==> config.mk <==
export PLATFORM = sky130hd
export DESIGN_NAME = axis_fifo_arbiter
export DESIGN_NICKNAME = d
export VERILOG_FILES = /design/src/rtl/axis_fifo_arbiter.sv
export SDC_FILE = /design/constraint.sdc
export NUM_CORES = 1
export LEC_CHECK = 0
export CORE_UTILIZATION = 41
export DETAILED_ROUTE_END_ITERATION = 16
export PLACE_DENSITY = 0.79
export SKIP_LAST_GASP = 1
export SLEW_MARGIN = 20
export SYNTH_ARGS = -nofsm -noshare
export SYNTH_HDL_FRONTEND = slang
export SYNTH_SLANG_ARGS = --single-unit
export TNS_END_PERCENT = 5
==> constraint.sdc <==
create_clock -name clk -period 1.7 [get_ports clk]
set_input_delay 0.34 -clock clk [delete_from_list [all_inputs] [get_ports clk]]
set_output_delay 0.34 -clock clk [all_outputs]
set_load 0.005 [all_outputs]
==> src/rtl/axis_fifo_arbiter.sv <==
// Two-port AXI-Stream to FIFO arbiter: packet-atomic round-robin grant,
// one arbitration cycle per packet, per-port completed-packet counters.
module axis_fifo_arbiter #(
  parameter int WIDTH = 8
) (
  input  logic             clk,
  input  logic             rst,
  input  logic [WIDTH-1:0] s0_tdata,
  input  logic             s0_tvalid,
  input  logic             s0_tlast,
  output logic             s0_tready,
  input  logic [WIDTH-1:0] s1_tdata,
  input  logic             s1_tvalid,
  input  logic             s1_tlast,
  output logic             s1_tready,
  output logic             fifo_wr_en,
  output logic [WIDTH-1:0] fifo_din,
  output logic             fifo_din_last,
  input  logic             fifo_full,
  output logic [1:0]       grant,
  output logic [7:0]       pkt_cnt0,
  output logic [7:0]       pkt_cnt1
);

  typedef enum logic [1:0] {
    IDLE  = 2'b00,
    BUSY0 = 2'b01,
    BUSY1 = 2'b10
  } state_t;

  state_t     state_r, state_s;
  logic       last_served_r, last_served_s;
  logic [1:0] grant_r, grant_s;
  logic [7:0] pkt_cnt0_r, pkt_cnt0_s;
  logic [7:0] pkt_cnt1_r, pkt_cnt1_s;
  logic       xfer0_s, xfer1_s;

  // State, round-robin history, registered grant and packet counters
  always_ff @(posedge clk or posedge rst) begin
    if (rst) begin
      state_r       <= IDLE;
      last_served_r <= 1'b1;
      grant_r       <= 2'b00;
      pkt_cnt0_r    <= 8'd0;
      pkt_cnt1_r    <= 8'd0;
    end else begin
      state_r       <= state_s;
      last_served_r <= last_served_s;
      grant_r       <= grant_s;
      pkt_cnt0_r    <= pkt_cnt0_s;
      pkt_cnt1_r    <= pkt_cnt1_s;
    end
  end

  // Next-state, handshakes and FIFO write mux
  always_comb begin
    state_s       = state_r;
    last_served_s = last_served_r;
    pkt_cnt0_s    = pkt_cnt0_r;
    pkt_cnt1_s    = pkt_cnt1_r;
    s0_tready     = 1'b0;
    s1_tready     = 1'b0;
    xfer0_s       = 1'b0;
    xfer1_s       = 1'b0;
    fifo_wr_en    = 1'b0;
    fifo_din      = {WIDTH{1'b0}};
    fifo_din_last = 1'b0;
    grant_s       = 2'b00;
    case (state_r)
      IDLE: begin
        // On a tie, the port that did not finish the previous packet wins
        if (s0_tvalid && s1_tvalid) begin
          state_s = last_served_r ? BUSY0 : BUSY1;
        end else if (s0_tvalid) begin
          state_s = BUSY0;
        end else if (s1_tvalid) begin
          state_s = BUSY1;
        end else begin
          state_s = IDLE;
        end
      end
      BUSY0: begin
        s0_tready     = !fifo_full;
        xfer0_s       = s0_tvalid && !fifo_full;
        fifo_wr_en    = xfer0_s;
        fifo_din      = s0_tdata;
        fifo_din_last = s0_tlast;
        if (xfer0_s && s0_tlast) begin
          state_s       = IDLE;
          last_served_s = 1'b0;
          pkt_cnt0_s    = pkt_cnt0_r + 8'd1;
        end else begin
          state_s = BUSY0;
        end
      end
      BUSY1: begin
        s1_tready     = !fifo_full;
        xfer1_s       = s1_tvalid && !fifo_full;
        fifo_wr_en    = xfer1_s;
        fifo_din      = s1_tdata;
        fifo_din_last = s1_tlast;
        if (xfer1_s && s1_tlast) begin
          state_s       = IDLE;
          last_served_s = 1'b1;
          pkt_cnt1_s    = pkt_cnt1_r + 8'd1;
        end else begin
          state_s = BUSY1;
        end
      end
      default: begin
        state_s = IDLE;
      end
    endcase
    case (state_s)
      BUSY0:   grant_s = 2'b01;
      BUSY1:   grant_s = 2'b10;
      default: grant_s = 2'b00;
    endcase
  end

  assign grant    = grant_r;
  assign pkt_cnt0 = pkt_cnt0_r;
  assign pkt_cnt1 = pkt_cnt1_r;

endmodule

# [Word-level counts from Yosys, hierarchy flattened]
# Cells that the tools add are included.
[totals] out_inout_bits=30 inputBits=23 reg_bits=21 elab_cells=40
[classes] mux=16 eq_ne=6 reduce_logical=11 addsub=2
[op_table] op="8-bit by 1-bit adder with 8-bit output, second input constant" n=2
[op_table] op="8-bit one-hot mux with 2 select lines" n=1
[op_table] op="2-bit two-way mux" n=5
[op_table] op="1-bit one-hot mux with 2 select lines" n=3
[op_table] op="2-bit one-hot mux with 3 select lines" n=1
[op_table] op="1-bit logical AND" n=5
[op_table] op="1-bit two-way mux" n=5
[op_table] op="2-bit by 1-bit == test with 1-bit output, second input constant" n=2
[op_table] op="2-bit == test, second input constant" n=2
[op_table] op="2-bit inequality test, second input constant" n=2
[op_table] op="2-bit one-hot mux with 2 select lines" n=1
[op_table] op="2-bit AND reduction" n=2
[op_table] op="3-bit AND reduction" n=1
[op_table] op="2-bit logical NOT" n=1
[op_table] op="2-bit nonzero test" n=1
[op_table] op="1-bit logical NOT" n=1

# [Depth between registers and ports, before layout]
[depth] word_depth=7 ltp_mapped=6

# [Least setup slack after synthesis]
# OpenSTA, ideal clock, no wires.
[synth_timing] path_type="reg-to-output" from="reg state_r[1]" to="out fifo_wr_en" path_buffers=1 stages_incl_launch_ff=6 slack_ps=98 t_arrival_ps=1262 cell_sequence="dfrtp_1 -> inv_1 -> ha_1 -> clkbuf_1 -> a22oi_1 -> nor3b_1"
[synth_between] elab_chain_len=2 word_cells_on_any_way=3 classes_between="eq/ne: 2; mux: 1"
[synth_rtl] element="from (decl)" line="31" rtl="state_t state_r, state_s;"
[synth_rtl] element="from (signal assigned)" line="47" rtl="state_r <= state_s;"
[synth_rtl] element="2-bit == test or 2-bit by 1-bit == test with 1-bit output (tied branches)" line="69" rtl="case (state_r)"
[synth_rtl] element="1-bit one-hot mux with 2 select lines *" line="69"
[synth_rtl] element="to (decl)" line="16" rtl="output logic fifo_wr_en,"
# Mark *: on every way between the ends. The rest lies on a longest branch, timed or not.

# [Final worst setup path]
# Same ends and word-level chain as after synthesis.

==> flow_summary.yaml <==
status:
  status: "finished, violations left"
  violations: "negative setup slack"
yosys:
  synth_warnings: 0
  postSynth.asyncResetShare_pct: 100
  synth-seq-cells: 21
  synth.distinct_cells: 30
  synth.largest_area_cell: "dfrtp_1"
  ys.flop_type: "dfrtp_1"
  synth_seq_area_share_pct: 44.3
  yosysMostFrequentCell: "dfrtp_1"
  synth_area_um2: 1190
  synth-edff-count: 0
  yosys-top-cells-area: "dfrtp_1 42%, xor2_1 6.6%, a22oi_1 6.3%, ha_1 6.3%, nor2b_1 5.8%"
  avgSynthCellArea_um2: 10.8
  synth_top_area_share_pct: 42.1
  syn-instance-count: 110
  ys_top_cells_by_count: "20 x dfrtp_1, 11 x nor2b_1, 10 x a22oi_1, 10 x nand2_1, 9 x xor2_1"
  syn_nets: 139
finish:
  n_antenna_cell: 0
  drive_gt1_share_pct: 33.0
  final_core_util_pct: 72.3
  multi_input_area_um2: 727
  fillers: 179
  seqCellArea_um2: 528
  area_delta_synth_final_pct: 67.8
  nets: 212
grt:
  antenna_found_initial: 0
  grt_pass1_vias: 1139
  grt_start_max_net_pins: 22
  grt_pass1_wl_um: 4830
  grt.total_usage_pct: 19.3
  globalRouteOverflowTotal: 0
min_path:
  hp-class: "primary input to asynchronous set/reset pin"
clock_network:
  clock_latency_ns: 0.30
  hold_buffers: 0
  path_clk_slew_ns: 0.12
  htreeDepth: 1
  cts_buffers: 3
  cts_tree: "yes"
  cts_sinks: 21
  clockRootBuffer: "clkbuf_4"
  cts_max_path_buffers: 2
worst_setup_path:
  critPathArrivalTime_ns: 1.51
  r2r_end: "pkt_cnt1[7]"
  r2r_slack_ns: 0.01
  cp.required_ns: 1.36
  reg2reg_depth: 7
  critPathKind: "flip-flop to output port"
  end_kind: "output port"
  cp_max_fo: 7
  r2r_start: "state_r[0]"
  cp-start-kind: "flip-flop"
pwr:
  cellLeakagePower_nw: 0.894
  power_mw: 2.31
  peakVddDrop_v: 0.000892
  cellPowerDensity_nw_per_um2: 1160
sta:
  rsz0062_at_grt: "yes"
  fin_crit_sh_pct: 109
  tightest_slew_ns: 0.341
  drv_slew: 0
  setup_ws_ns: -0.146
  setup_viol: 12
  fin_crit_ns: 1.85
  holdWs_ns: 0.360
  tns_ns: -1.47
  skew_ns: 0.00519
  relSlewSlack_pct: 77.2
  fmax_mhz: 542
  hold_violations: 0
route:
  wire_per_inst_um: 13.7
  num_vias: 1097
  dr.pass1.iters: 4
  drcViolationCount: 0
  ant_nets: 0
  viasPerCell: 5.15
  drtIter0Drc: 9
  routed_wl_um: 2910
die:
  die_y_um: 55.8
  initial_core_util_pct: 43.1
  die_w_um: 55.8
  die_area_um2: 3120
  pin_count: 53
  fp-row-count: 19
  fp.coreArea_um2: 2760
job:
  max_cap_violations: 0
placement:
  port_buffers: 52
  post-dp-hpwl_um: 2090
  routabilityCongestion: 0.751
[through the flow]
step / setup WS [ns] / instances / cell area (um2)
2_1_floorplan: 0.0982 / 110 / 1190
4_1_cts: -0.146 / 213 / 1990
5_1_grt: -0.223 / 213 / 1990
3_3_place_gp: -0.255 / 205 / 1850
6_report: -0.146 / 213 / 1990
3_5_place_dp: -0.245 / 205 / 1850
[layer usage]
metal,vias up,global-route usage [%],routed length [um]
li1,532,-,-
met1,522,23.3,1280
met2,41,34.6,1490
met3,2,3.26,122
met4,0,6.62,19
met5,-,0,0
[placed cells by master, fill, tap and decap left out, types with 2 or more instances in the layout]
cell type        count
a21oi_1              2
a22oi_2             10
buf_2               11
buf_4               13
buf_6                4
clkbuf_4             3
clkdlybuf4s50_1     40
dfrtp_1             19
ha_1                 3
ha_4                 3
inv_1                2
nand2_1             10
nand3_1              4
nand4_1              2
nor2_1               5
nor2b_1             10
nor3_1               2
nor3_2               2
nor3b_2              2
nor4_2               2
xnor2_1              5
xor2_1               9
[registers in the layout, summed over array words and instances, names as in the netlist]
name,flops
state_r,2
pkt_cnt1,8
last_served_r,1
pkt_cnt0,8
grant,2
[worst max path at each step]
stage / cells after the start / end / slack (ns) / startpoint
3_5_place_dp: 4 / fifo_wr_en / -0.24 / s0_tvalid
3_3_place_gp: 4 / fifo_wr_en / -0.26 / s1_tvalid
6_report: 6 / fifo_wr_en / -0.15 / state_r[1]
2_1_floorplan: 5 / fifo_wr_en / 0.1 / state_r[1]
4_1_cts: 6 / fifo_wr_en / -0.15 / state_r[1]
5_1_grt: 6 / fifo_din[3] / -0.22 / state_r[1]
[power breakdown]
part / switching [mW] / total, mW / leakage [nW] / internal, mW
registers: 0.118 / 0.723 / 0.278 / 0.605
logic: 0.533 / 1.35 / 0.601 / 0.812
clock network: 0.153 / 0.244 / 0.0150 / 0.0913
[worst max-delay path: stages, from the launching register on]
cell	delay, ns
dfrtp_1	0.43
inv_2	0.10
ha_4	0.18
buf_12	0.14
a22oi_2	0.06
nor3b_2	0.17
buf_2	0.13
[logic make-up (layout without fill, tap and decap cells)]
kind of cell / count (synthesis) / after routing / share of synthesized area, %
xor+xnor: 14 / 14 / 10.3
buf+inv: 7 / 79 / 2.95
simple gates: 46 / 46 / 25.1
fa+ha+maj: 6 / 6 / 6.32
compound gates: 15 / 15 / 10.1
mux: 1 / 1 / 0.947
flops: 21 / 21 / 44.3
[area by class of cell]
class / instances / share of cell area [%]
multi-input cells: 82 / 36.4
repair buffers: 71 / 32.9
flip-flops and latches: 21 / 26.5
well taps: 31 / 1.94
clock buffers: 4 / 1.32
inverters: 4 / 0.878
[timing repair]
action                                  in CTS  in global routing
setup buffers                                3                  0
endpoints found under the setup margin      13                 17
gates resized for setup                     72                  2
pin swaps                                    7                  0
cloned                                       1                  0
(Power assumes the default switching activity.)
